--- src/rtl/dpram_arb_pkg.sv ---
// Shared definitions for the dual-master RAM port-B arbiter: master IDs and byte-mask width.
package dpram_arb_pkg;

    localparam int unsigned WEM_W = 4;

    typedef enum logic {
        ARB_M0 = 1'b0,
        ARB_M1 = 1'b1
    } arb_id_e;

    // Byte strobes only reach the RAM on writes.
    function automatic logic [WEM_W-1:0] eff_wem(input logic we, input logic [WEM_W-1:0] wem);
        return we ? wem : WEM_W'(0);
    endfunction

endpackage

--- src/rtl/dpram_arb_if.sv ---
// Bundle of both master request/response ports and the RAM port-B connection.
interface dpram_arb_if
    import dpram_arb_pkg::*;
#(
    parameter int unsigned ADDR_W = 11,
    parameter int unsigned DATA_W = 32
);
    logic              m0_req,    m1_req;
    logic              m0_we,     m1_we;
    logic [WEM_W-1:0]  m0_wem,    m1_wem;
    logic [ADDR_W-1:0] m0_addr,   m1_addr;
    logic [DATA_W-1:0] m0_wdata,  m1_wdata;
    logic              m0_gnt,    m1_gnt;
    logic              m0_rvalid, m1_rvalid;
    logic [DATA_W-1:0] m0_rdata,  m1_rdata;

    logic              ram_en;
    logic              ram_we;
    logic [WEM_W-1:0]  ram_wem;
    logic [ADDR_W-1:0] ram_addr;
    logic [DATA_W-1:0] ram_din;
    logic [DATA_W-1:0] ram_dout;

    // Arbiter view
    modport slave (
        input  m0_req, m0_we, m0_wem, m0_addr, m0_wdata,
        input  m1_req, m1_we, m1_wem, m1_addr, m1_wdata,
        output m0_gnt, m0_rvalid, m0_rdata,
        output m1_gnt, m1_rvalid, m1_rdata,
        output ram_en, ram_we, ram_wem, ram_addr, ram_din,
        input  ram_dout
    );

    // Requesting masters' view
    modport master (
        output m0_req, m0_we, m0_wem, m0_addr, m0_wdata,
        output m1_req, m1_we, m1_wem, m1_addr, m1_wdata,
        input  m0_gnt, m0_rvalid, m0_rdata,
        input  m1_gnt, m1_rvalid, m1_rdata
    );

    // RAM port-B view
    modport ram (
        input  ram_en, ram_we, ram_wem, ram_addr, ram_din,
        output ram_dout
    );
endinterface

--- src/rtl/dpram_arb_rr.sv ---
// Two-way round-robin selector: on conflict grant the favoured master, then favour the loser.
module dpram_arb_rr
    import dpram_arb_pkg::*;
(
    input  logic       clk,
    input  logic       rst_n,
    input  logic [1:0] req_i,
    output logic [1:0] gnt_o
);
    arb_id_e rr_ptr_q, rr_ptr_d;

    // Grant selection and pointer advance; uncontested grants leave the pointer alone
    always_comb begin
        gnt_o    = req_i;
        rr_ptr_d = rr_ptr_q;
        if (&req_i) begin
            if (rr_ptr_q == ARB_M0) begin
                gnt_o    = 2'b01;
                rr_ptr_d = ARB_M1;
            end else begin
                gnt_o    = 2'b10;
                rr_ptr_d = ARB_M0;
            end
        end
    end

    // Pointer register, m0 favoured out of reset
    always_ff @(posedge clk or negedge rst_n) begin
        if (!rst_n) begin
            rr_ptr_q <= ARB_M0;
        end else begin
            rr_ptr_q <= rr_ptr_d;
        end
    end
endmodule

--- src/rtl/dpram_arb.sv ---
// Arbiter sharing RAM port B between core LSU (m0) and debug/loader (m1).
// Combinational grant, one-cycle read response routed back to the granted master.
// Define DPRAM_ARB_RR_EN for round-robin conflict resolution; otherwise m0 has fixed priority.
module dpram_arb
    import dpram_arb_pkg::*;
#(
    parameter int unsigned ADDR_W = 11,
    parameter int unsigned DATA_W = 32
) (
    input logic        clk,
    input logic        rst_n,
    dpram_arb_if.slave bus
);
    logic [1:0]        req_c;
    logic [1:0]        gnt_c;
    logic              en_c;
    logic              we_c;
    logic [WEM_W-1:0]  wem_c;
    logic [ADDR_W-1:0] addr_c;
    logic [DATA_W-1:0] din_c;
    logic              rv0_c, rv1_c;

    logic              resp_pend_q, resp_pend_d;
    arb_id_e           resp_id_q,   resp_id_d;

    // Requests are masked while in reset so no grant or RAM access can escape
    assign req_c = {bus.m1_req & rst_n, bus.m0_req & rst_n};

`ifdef DPRAM_ARB_RR_EN
    dpram_arb_rr u_rr (
        .clk   (clk),
        .rst_n (rst_n),
        .req_i (req_c),
        .gnt_o (gnt_c)
    );
`else
    // Fixed priority: m0 wins any conflict
    assign gnt_c = {req_c[1] & ~req_c[0], req_c[0]};
`endif

    // RAM port-B drive from the winner, all-zero when idle
    always_comb begin
        en_c   = 1'b0;
        we_c   = 1'b0;
        wem_c  = '0;
        addr_c = '0;
        din_c  = '0;
        if (gnt_c[1]) begin
            en_c   = 1'b1;
            we_c   = bus.m1_we;
            wem_c  = eff_wem(bus.m1_we, bus.m1_wem);
            addr_c = bus.m1_addr;
            din_c  = bus.m1_wdata;
        end else if (gnt_c[0]) begin
            en_c   = 1'b1;
            we_c   = bus.m0_we;
            wem_c  = eff_wem(bus.m0_we, bus.m0_wem);
            addr_c = bus.m0_addr;
            din_c  = bus.m0_wdata;
        end
    end

    // Granted reads open a response slot for the next cycle; resp_id follows the newest read
    always_comb begin
        resp_pend_d = 1'b0;
        resp_id_d   = resp_id_q;
        if (en_c && !we_c) begin
            resp_pend_d = 1'b1;
            resp_id_d   = gnt_c[1] ? ARB_M1 : ARB_M0;
        end
    end

    // Response tracking registers; reset drops any pending response
    always_ff @(posedge clk or negedge rst_n) begin
        if (!rst_n) begin
            resp_pend_q <= 1'b0;
            resp_id_q   <= ARB_M0;
        end else begin
            resp_pend_q <= resp_pend_d;
            resp_id_q   <= resp_id_d;
        end
    end

    assign rv0_c = resp_pend_q && (resp_id_q == ARB_M0);
    assign rv1_c = resp_pend_q && (resp_id_q == ARB_M1);

    assign bus.m0_gnt    = gnt_c[0];
    assign bus.m1_gnt    = gnt_c[1];
    assign bus.ram_en    = en_c;
    assign bus.ram_we    = we_c;
    assign bus.ram_wem   = wem_c;
    assign bus.ram_addr  = addr_c;
    assign bus.ram_din   = din_c;
    assign bus.m0_rvalid = rv0_c;
    assign bus.m1_rvalid = rv1_c;
    assign bus.m0_rdata  = rv0_c ? bus.ram_dout : '0;
    assign bus.m1_rdata  = rv1_c ? bus.ram_dout : '0;
endmodule

--- src/flat_wrapper.sv ---
// flat-port wrapper written by rule: the top's interface ports become plain ports
module dpram_arb_flat import dpram_arb_pkg::*;
#(
    parameter int unsigned ADDR_W = 11,
    parameter int unsigned DATA_W = 32
)
  (clk, rst_n, bus_m0_req, bus_m0_we, bus_m0_wem, bus_m0_addr, bus_m0_wdata, bus_m1_req, bus_m1_we, bus_m1_wem, bus_m1_addr, bus_m1_wdata, bus_m0_gnt, bus_m0_rvalid, bus_m0_rdata, bus_m1_gnt, bus_m1_rvalid, bus_m1_rdata, bus_ram_en, bus_ram_we, bus_ram_wem, bus_ram_addr, bus_ram_din, bus_ram_dout);
  dpram_arb_if #(.ADDR_W(ADDR_W), .DATA_W(DATA_W)) bus_i ();
  input logic clk;
  input logic rst_n;
  input wire logic [$bits(bus_i.m0_req)-1:0] bus_m0_req;
  input wire logic [$bits(bus_i.m0_we)-1:0] bus_m0_we;
  input wire logic [$bits(bus_i.m0_wem)-1:0] bus_m0_wem;
  input wire logic [$bits(bus_i.m0_addr)-1:0] bus_m0_addr;
  input wire logic [$bits(bus_i.m0_wdata)-1:0] bus_m0_wdata;
  input wire logic [$bits(bus_i.m1_req)-1:0] bus_m1_req;
  input wire logic [$bits(bus_i.m1_we)-1:0] bus_m1_we;
  input wire logic [$bits(bus_i.m1_wem)-1:0] bus_m1_wem;
  input wire logic [$bits(bus_i.m1_addr)-1:0] bus_m1_addr;
  input wire logic [$bits(bus_i.m1_wdata)-1:0] bus_m1_wdata;
  output wire logic [$bits(bus_i.m0_gnt)-1:0] bus_m0_gnt;
  output wire logic [$bits(bus_i.m0_rvalid)-1:0] bus_m0_rvalid;
  output wire logic [$bits(bus_i.m0_rdata)-1:0] bus_m0_rdata;
  output wire logic [$bits(bus_i.m1_gnt)-1:0] bus_m1_gnt;
  output wire logic [$bits(bus_i.m1_rvalid)-1:0] bus_m1_rvalid;
  output wire logic [$bits(bus_i.m1_rdata)-1:0] bus_m1_rdata;
  output wire logic [$bits(bus_i.ram_en)-1:0] bus_ram_en;
  output wire logic [$bits(bus_i.ram_we)-1:0] bus_ram_we;
  output wire logic [$bits(bus_i.ram_wem)-1:0] bus_ram_wem;
  output wire logic [$bits(bus_i.ram_addr)-1:0] bus_ram_addr;
  output wire logic [$bits(bus_i.ram_din)-1:0] bus_ram_din;
  input wire logic [$bits(bus_i.ram_dout)-1:0] bus_ram_dout;
  assign bus_i.m0_req = bus_m0_req;
  assign bus_i.m0_we = bus_m0_we;
  assign bus_i.m0_wem = bus_m0_wem;
  assign bus_i.m0_addr = bus_m0_addr;
  assign bus_i.m0_wdata = bus_m0_wdata;
  assign bus_i.m1_req = bus_m1_req;
  assign bus_i.m1_we = bus_m1_we;
  assign bus_i.m1_wem = bus_m1_wem;
  assign bus_i.m1_addr = bus_m1_addr;
  assign bus_i.m1_wdata = bus_m1_wdata;
  assign bus_m0_gnt = bus_i.m0_gnt;
  assign bus_m0_rvalid = bus_i.m0_rvalid;
  assign bus_m0_rdata = bus_i.m0_rdata;
  assign bus_m1_gnt = bus_i.m1_gnt;
  assign bus_m1_rvalid = bus_i.m1_rvalid;
  assign bus_m1_rdata = bus_i.m1_rdata;
  assign bus_ram_en = bus_i.ram_en;
  assign bus_ram_we = bus_i.ram_we;
  assign bus_ram_wem = bus_i.ram_wem;
  assign bus_ram_addr = bus_i.ram_addr;
  assign bus_ram_din = bus_i.ram_din;
  assign bus_i.ram_dout = bus_ram_dout;
  dpram_arb #(.ADDR_W(ADDR_W), .DATA_W(DATA_W)) u_core (.clk(clk), .rst_n(rst_n), .bus(bus_i));
endmodule
--- config.mk ---
export PLATFORM = sky130hd
export DESIGN_NAME = dpram_arb_flat
export DESIGN_NICKNAME = d
export VERILOG_FILES = /design/src/rtl/dpram_arb_pkg.sv /design/src/rtl/dpram_arb_if.sv /design/src/rtl/dpram_arb_rr.sv /design/src/rtl/dpram_arb.sv /design/src/flat_wrapper.sv
export SDC_FILE = /design/constraint.sdc
export NUM_CORES = 1
export LEC_CHECK = 0
export ABC_AREA = 1
export BUFFER_PORTS_ARGS = -buffer_cell sky130_fd_sc_hd__buf_2
export CAP_MARGIN = 20
export CELL_PAD_IN_SITES_DETAIL_PLACEMENT = 1
export CELL_PAD_IN_SITES_GLOBAL_PLACEMENT = 1
export CORE_ASPECT_RATIO = 0.8
export CORE_MARGIN = 2
export CORE_UTILIZATION = 11
export DETAILED_ROUTE_END_ITERATION = 8
export PLACE_DENSITY = 0.92
export SYNTH_ARGS = -nofsm -noshare
export SYNTH_HDL_FRONTEND = slang
export SYNTH_SLANG_ARGS = --single-unit
--- constraint.sdc ---
create_clock -name clk -period 1.1 [get_ports clk]
set_clock_uncertainty 0.1 [all_clocks]
set_input_delay 0.055 -clock clk [delete_from_list [all_inputs] [get_ports clk]]
set_output_delay 0.055 -clock clk [all_outputs]
set_load 0.005 [all_outputs]
=== Word level (Yosys, flattened, before mapping) ===
Cells that the tools add are included.
W data, S select, Z words.

* Mux-type cells: 16
* Bitwise gates (word level): 5
* Reduce and logical (&&, ||, !) cells: 4

{| class="wikitable"
|+ Operators with widths
! cell !! count
|-
| $mux W32 || 4
|-
| $mux W11 || 2
|-
| $mux W4 || 4
|-
| $mux W1 || 6
|-
| $and A1 B1 Y1 || 3
|-
| $logic_and A1 B1 Y1 || 3
|-
| $not A1 Y1 || 2
|-
| $logic_not A1 Y1 || 1
|}

* Flip-flop bits (word level): 2
* Bits of input ports: 132
* Output and inout bits: 117
* Logic and storage cells: 27

=== Depth between registers and ports, before layout ===
Gate-level depths: netlist of the first run.

* Depth after elaboration: 7
* Gate-level depth with buffers: 7
* Depth with buffers taken out: 6

=== Least setup slack after synthesis of the first run ===
OpenSTA, ideal clock, no wires.

* Path type: register to output
* Start: register u_core.resp_id_q
* End: output bus_m0_rdata[10]
* Data arrival time: 0.890 ns
* Slack: 0.055 ns
* Stages on the path, launching flop included: 5
* Path buffers: 1
* Path through: dfrtp_1 nor2_1 inv_2 buf_2 nor2_1

* Cells in the longest elaborated chain, start to end: 3

{| class="wikitable"
|+ RTL lines
! element !! line !! text
|-
| start: declaration || dpram_arb.sv:24 || <nowiki>arb_id_e resp_id_q, resp_id_d;</nowiki>
|-
| start signal: assignment || dpram_arb.sv:80 || <nowiki>resp_id_q <= resp_id_d;</nowiki>
|-
| $not A1 Y1 || dpram_arb.sv:84 || <nowiki>assign rv0_c = resp_pend_q && (resp_id_q == ARB_M0);</nowiki>
|-
| $logic_and A1 B1 Y1 || dpram_arb.sv:84 ||
|-
| via bus_m0_rvalid || flat_wrapper.sv:22 || <nowiki>output wire logic [$bits(bus_i.m0_rvalid)-1:0] bus_m0_rvalid;</nowiki>
|-
| $mux W32 || dpram_arb.sv:96 || <nowiki>assign bus.m0_rdata = rv0_c ? bus.ram_dout : '0;</nowiki>
|-
| end: declaration || flat_wrapper.sv:23 || <nowiki>output wire logic [$bits(bus_i.m0_rdata)-1:0] bus_m0_rdata;</nowiki>
|}

The timed path passes the listed nets, and every way through them passes these cells.

=== Worst setup path in the final report of the first run ===
* Start: register u_core.resp_id_q
* End: output bus_m0_rdata[18]

* Cells in the longest elaborated chain, start to end: 3

{| class="wikitable"
|+ RTL lines
! element !! line
|-
| $not A1 Y1 || dpram_arb.sv:84
|-
| $logic_and A1 B1 Y1 || dpram_arb.sv:84
|-
| $mux W32 || dpram_arb.sv:96
|}

Every way passes these cells.

==> results of run 1 <==
[report_power, final]
group	switching, mW	leakage [nW]	internal, mW
clock	0.0749	0.0370	0.462
combinational	0.457	1.82	0.522
sequential	0.00878	0.0240	0.0828
[final cells by class]
type                    instances  share of cell area
flip-flops and latches          2              0.0191
inverters                      38              0.0558
repair buffers                265               0.561
well taps                     115              0.0534
clock buffers                   3              0.0279
multi-input cells             132               0.283
[tightest hold or removal path, stage by stage]
cell	delay (ns)
buf_6	0.10
nand4_1	0.12
nand3_1	0.08
nand2_1	0.07
[cells by family after synthesis]
| family | Yosys count | synth area share |
|---|---|---|
| flops | 2 | 0.0490 |
| simple gates | 89 | 0.344 |
| compound gates | 43 | 0.368 |
| buf+inv | 54 | 0.239 |
[routing by layer]
layer,up-vias,global-route usage
li1,1116,-
met1,1012,0.140
met2,136,0.263
met3,4,0.0196
met4,0,0.0185
met5,-,0
[what timing repair did]
action,4_1_cts,5_1_grt
hold endpoints to repair,2,0
hold buffers,1,0
setup buffers,0,4
endpoints found under the setup margin,65,112
cloned,0,5
gates resized for setup,7,10
pin swaps,1,6
[through the flow]
stage               area, µm²  setup slack [ns]
floorplan                1020            0.0550
global placement         2400           -0.0916
detailed placement       2400            -0.205
CTS                      2510            -0.210
global route             2690            -0.288
finish                   2690            -0.238
[cells in the final DEF (no fill, tap or decap)]
cell type,count
nand3_2,1
buf_2,246
dfrtp_1,1
clkbuf_16,7
a22o_1,43
nor2_4,2
dlygate4sd3_1,1
nand2_2,1
nand3_1,9
buf_4,7
inv_8,1
nand4_1,1
nor2_2,2
nand2_1,10
nand2_4,1
dfrtp_2,1
buf_6,2
nor2_1,62
inv_1,36
inv_2,1
buf_12,4
buf_8,1
[flip-flops by register name, summed over array words and instances, names as in the netlist]
| register | flops |
|---|---|
| u_core.resp_id_q | 1 |
| u_core.resp_pend_q | 1 |
[worst paths after layout]
kind	to	cells past startpoint
setup / recovery	bus_m0_rdata[18]	4
hold / removal	u_core.resp_id_q	4
setup reg to reg	u_core.resp_id_q	3
hold reg to reg	u_core.resp_id_q	3
max in group asynchronous	u_core.resp_id_q	3
min in group asynchronous	u_core.resp_pend_q	3
==> metrics.txt, run 1 <==
area leader, netlist a22o_1; Hold Crit Class input port to register; max incr delay on CP 0.42 ns; Worst EP arrival 1.18 ns; syn_area_per_cell between 5 and 6 µm²; hold slack 0.151 ns; flops & latches, synth 2; Final ANT Viol Nets 0; r2r startpoint u_core.resp_id_q; Max Fclk around 0.75 GHz; worst vdd ir 0.000381 V; fraction of registers with async set/reset 1.00; largest net degree at the start of global routing 50; Worst path slowest cell dfrtp_2; Tot GR Track Use 0.129; # fillers 1,219; fraction of layout cells with a size suffix above 1 0.630; setup_tns -12.20 ns; Clock transition at path regs 0.03 ns; CTS Buf Count 3; top cell type's share of synthesized area 0.368; vias in the first global route 2,240; drt total wl around 7700 µm; Clk Latency, worst-skew pair approximately 0.22 ns; Final Setup Violations 66; max layer used met4; CP Launch Point u_core.resp_id_q; Die Area 0.0101 mm²; critical path cell sequence nor2_4, inv_8, nor2_1, buf_2; num ports 249; first-pass GRT wire length between 10,000 and 15,000 µm; drt wl/cell 13.9 µm; Area contributors post-synth a22o_1 37%, nor2_1 24%, inv_1 13%, dfrtp_1 4.9%, nand3_1 4.9%; top cells by count, synth 65 x nor2_1, 43 x a22o_1, 36 x inv_1; multi-input logic area 761 µm²; Hold Fails Final Rpt 0; initial core utilization 0.113; most frequent cell after synthesis nor2_1; DRC 0; Util after Layout 0.298; Worst Path Buf+Inv 2; clk sinks 2; RSZ-0062 raised after global routing true; fin crit share 1.22; Cell Count, Final, Fillers Out 555; register area ~50 µm²; critical path endpoint category output port; crit-path max FO 32; metal2 WL 4080 µm; Synth Cell Area 0.00102 mm²; PwrDens 597 mW/mm²; placed cells 542; Die Y-Extent 90.2 µm; Layout Nets 574; post-synthesis sequential area ratio 0.0490; H-tree depth 1; CTS root buffer clkbuf_16; setup ws final -0.238 ns; Ys Warns 0; WL met1 2950 µm; Antenna Cells 0; cells after synthesis approximately 190; Worst-Margin Slew 0.183 ns; final period demand of the worst path roughly 1.3 ns; critical path required time 0.94 ns; Port Buffers 248; Core Region 0.00904 mm²; r2r setup slk 0.22 ns; critical setup path kind register to output port; failing checks negative setup slack; Max Cap Viol 0; top cell family by delay on the critical path flip-flops; routed vias/inst about 4; relative slew slack 0.878; number of iterations in the first detailed-routing pass 4; post-layout total power 1.61 mW; Max clock buf depth 2; Vias 2,268; Leak Pwr around 1.9 nW; dpl hpwl 6270 µm; Die W 112 µm; CP startpoint kind register; # rows 31; CTS tree done; initial antenna violation count 0; ys flop type dfrtp_1; EDFF count, synth 0; met3 WL about 630 µm; RD Place Congestion 0.733; Max Slew Vio Count 0; Area growth syn-to-layout 163%; worst hold path startpoint bus_m1_req; outcome complete, but fails checks; Iteration-0 DRC Markers 69; Post-Syn Nets between 300 and 400; gr ovfl total 0; Yosys cell types 12
(Power assumes the default switching activity.)
==> run 2, diff against run 1 <==
- SYNTH_HIERARCHICAL: default -> 1
==> metrics.txt, run 2 <==
syn_area_per_cell 5.44 µm² (unchanged); leading cell type in the layout, fill and taps excluded buf_2; flops & latches, synth 2 (unchanged); DRC 0 (unchanged); outcome complete, but fails checks; critical path cell sequence nor2_4, buf_12, inv_12, nor2_1, buf_2; Tot GR Track Use 0.144 (+0.0159); Max Cap Viol 0 (unchanged); Leak Pwr 1.92 nW (+1.9%); ys flop type dfrtp_1; routed vias/inst 4.21 (+3.1%); RD Place Congestion 0.762 (+3.9%); setup_tns -15.23 ns (-3.02 ns); failing checks negative setup slack; # rows 31 (unchanged); initial core utilization 0.113 (unchanged); CP startpoint kind register; CTS Buf Count 3 (unchanged); met3 Resource Use GR 0.0249 (+0.00539); worst vdd ir 0.000399 V (+4.7%); Area contributors post-synth a22o_1 37%, nor2_1 24%, inv_1 13%, dfrtp_1 4.9%, nand3_1 4.9%; Hold Path Depth 4 (unchanged); Antenna Cells 0 (unchanged); critical setup path kind register to output port; Yosys cell types 12 (unchanged); RSZ-0062 raised after global routing true; Largest regs u_core/resp_id_q (1), u_core/resp_pend_q (1); number of iterations in the first detailed-routing pass 4 (unchanged); Hold Crit Class input port to register; Die Area 0.0101 mm² (unchanged); Max clock buf depth 2 (unchanged); worst hold path startpoint bus_m1_req; first-pass GRT wire length 11,900 µm (+9.0%); final period demand of the worst path 1.37 ns (+0.0327 ns); vias in the first global route 2,328 (+3.9%); Ys Warns 6 (+6); Hold Fails Final Rpt 0 (unchanged); busiest layer in global routing met2; critical path endpoint category output port; fin crit share 1.25 (+0.0297); r2r setup slk 0.21 ns (about the same); initial antenna violation count 0 (unchanged); top cell type's share of synthesized area 0.368 (unchanged); Port Buffers 248 (unchanged); clk sinks 2 (unchanged); met1 global-route usage 0.163 (+0.0238); Layout Nets 577 (+0.52%); crit-path max FO 16 (-50%); critical path required time 0.94 ns (about the same); Die W 112 µm (unchanged); Cell Count, Final, Fillers Out 558 (+0.54%); largest net degree at the start of global routing 34 (-32%); relative slew slack 0.885 (+0.00682); Worst-Margin Slew 0.172 ns (-0.0106 ns); fraction of layout cells with a size suffix above 1 0.682 (+0.0522); Iteration-0 DRC Markers 55 (-20%); Clock transition at path regs 0.03 ns (about the same); Max Slew Vio Count 0 (unchanged); Post-Syn Nets 320 (unchanged); PwrDens 608 mW/mm² (+1.9%); cells after synthesis 188 (unchanged); EDFF count, synth 0 (unchanged); routing usage on met2 0.285 (+0.0217); drt wl/cell 15.4 µm (+11%); post-synthesis sequential area ratio 0.0490 (unchanged); Core Region 0.00904 mm² (unchanged); hold slack 0.153 ns (+0.00272 ns); area leader, netlist a22o_1; drt total wl 8610 µm (+12%); cells on worst reg2reg path 3 (unchanged); placed cells 540 (-0.37%); gr ovfl total 0 (unchanged); setup ws final -0.270 ns (-0.0327 ns); r2r startpoint u_core/resp_id_q; Die Y-Extent 90.2 µm (unchanged); H-tree depth 1 (unchanged); max incr delay on CP 0.43 ns (about the same); Synth Cell Area 0.00102 mm² (unchanged); Final Setup Violations 66 (unchanged); Vias 2,351 (+3.7%); most frequent cell after synthesis nor2_1; top cells by count, synth 65 x nor2_1, 43 x a22o_1, 36 x inv_1; CTS root buffer clkbuf_16; dpl hpwl 6160 µm (-1.7%); FF-to-FF End u_core/resp_id_q; Area growth syn-to-layout 183%; Clk Latency, worst-skew pair 0.22 ns (about the same); num ports 249 (unchanged); Worst Hold Endpoint u_core/resp_id_q; Worst path slowest cell dfrtp_2; Final ANT Viol Nets 0 (unchanged); Max Fclk 0.730 GHz (-2.4%); most frequent cells in the layout 244 x buf_2, 43 x a22o_1, 42 x nor2_1; fraction of registers with async set/reset 1.00 (unchanged); CTS tree done; Worst EP arrival 1.22 ns (+0.04 ns)
## run 2: how the worst max path moves through the flow
stage,startpoint,endpoint,slack (ns),cells after the start
after floorplan,u_core/resp_id_q,bus_m0_rdata[10],0.06,4
after global placement,u_core/resp_pend_q,bus_m0_rdata[11],-0.09,5
after detailed placement,u_core/resp_pend_q,bus_m0_rdata[3],-0.21,5
after CTS,u_core/resp_id_q,bus_m1_rdata[14],-0.22,4
after global routing,u_core/resp_id_q,bus_m0_rdata[23],-0.31,5
final,u_core/resp_id_q,bus_m0_rdata[9],-0.27,5
## run 2: report_power, final
| part | internal [mW] | switching, mW | total [mW] | leakage (nW) |
|---|---|---|---|---|
| Combinational | 0.585 | 0.547 | 1.13 | 1.86 |
| Sequential | 0.0828 | 0.0109 | 0.0937 | 0.0240 |
| Clock | 0.462 | 0.0752 | 0.537 | 0.0370 |
## run 2: kinds of logic after synthesis
family,after synthesis,share of synthesized area
simple gates,89,0.344
buf+inv,54,0.239
compound gates,43,0.368
flops,2,0.0490
## run 2: per-stage QoR
step,worst slack (ns),power (mW),area [µm²],util
after floorplan,0.0550,0.437,1020,-
after global placement,-0.0915,0.945,2390,0.264
after detailed placement,-0.210,0.986,2390,0.264
after CTS,-0.222,1.69,2690,0.297
after global routing,-0.312,1.88,2900,0.321
final,-0.270,1.76,2900,0.321
## run 2: final cells by class
| class | count | area [µm²] |
|---|---|---|
| clock buffers | 3 | 75.1 |
| fillers | 1187 | 6140 |
| inverters | 38 | 153 |
| multi-input cells | 132 | 861 |
| flip-flops and latches | 2 | 51.3 |
| well taps | 115 | 144 |
| repair buffers | 266 | 1590 |
| repair inverters | 2 | 27.5 |
## run 2: worst max-delay path, delay by kind of cell, from the launching register on
kind | cells | cell delay (ns)
flip-flops | 1 | 0.43
buffers and inverters | 3 | 0.32
AND/OR/NAND/NOR | 2 | 0.24
## run 2: repair_timing
| item | in CTS | in global routing |
|---|---|---|
| hold buffers | 1 | 0 |
| buffers inserted | 3 | 3 |
| endpoints found under the hold margin | 2 | 0 |
| resized for setup | 23 | 41 |
| cloned | 5 | 4 |
| pin swaps | 1 | 7 |
| setup endpoints to repair | 66 | 103 |
## run 2: routing by layer
| metal | share of wire | wire length, µm |
|---|---|---|
| met4 | 0.0017 | 15 |
| met1 | 0.37 | 3200 |
| met5 | 0 | 0 |
| met3 | 0.086 | 742 |
| met2 | 0.54 | 4660 |
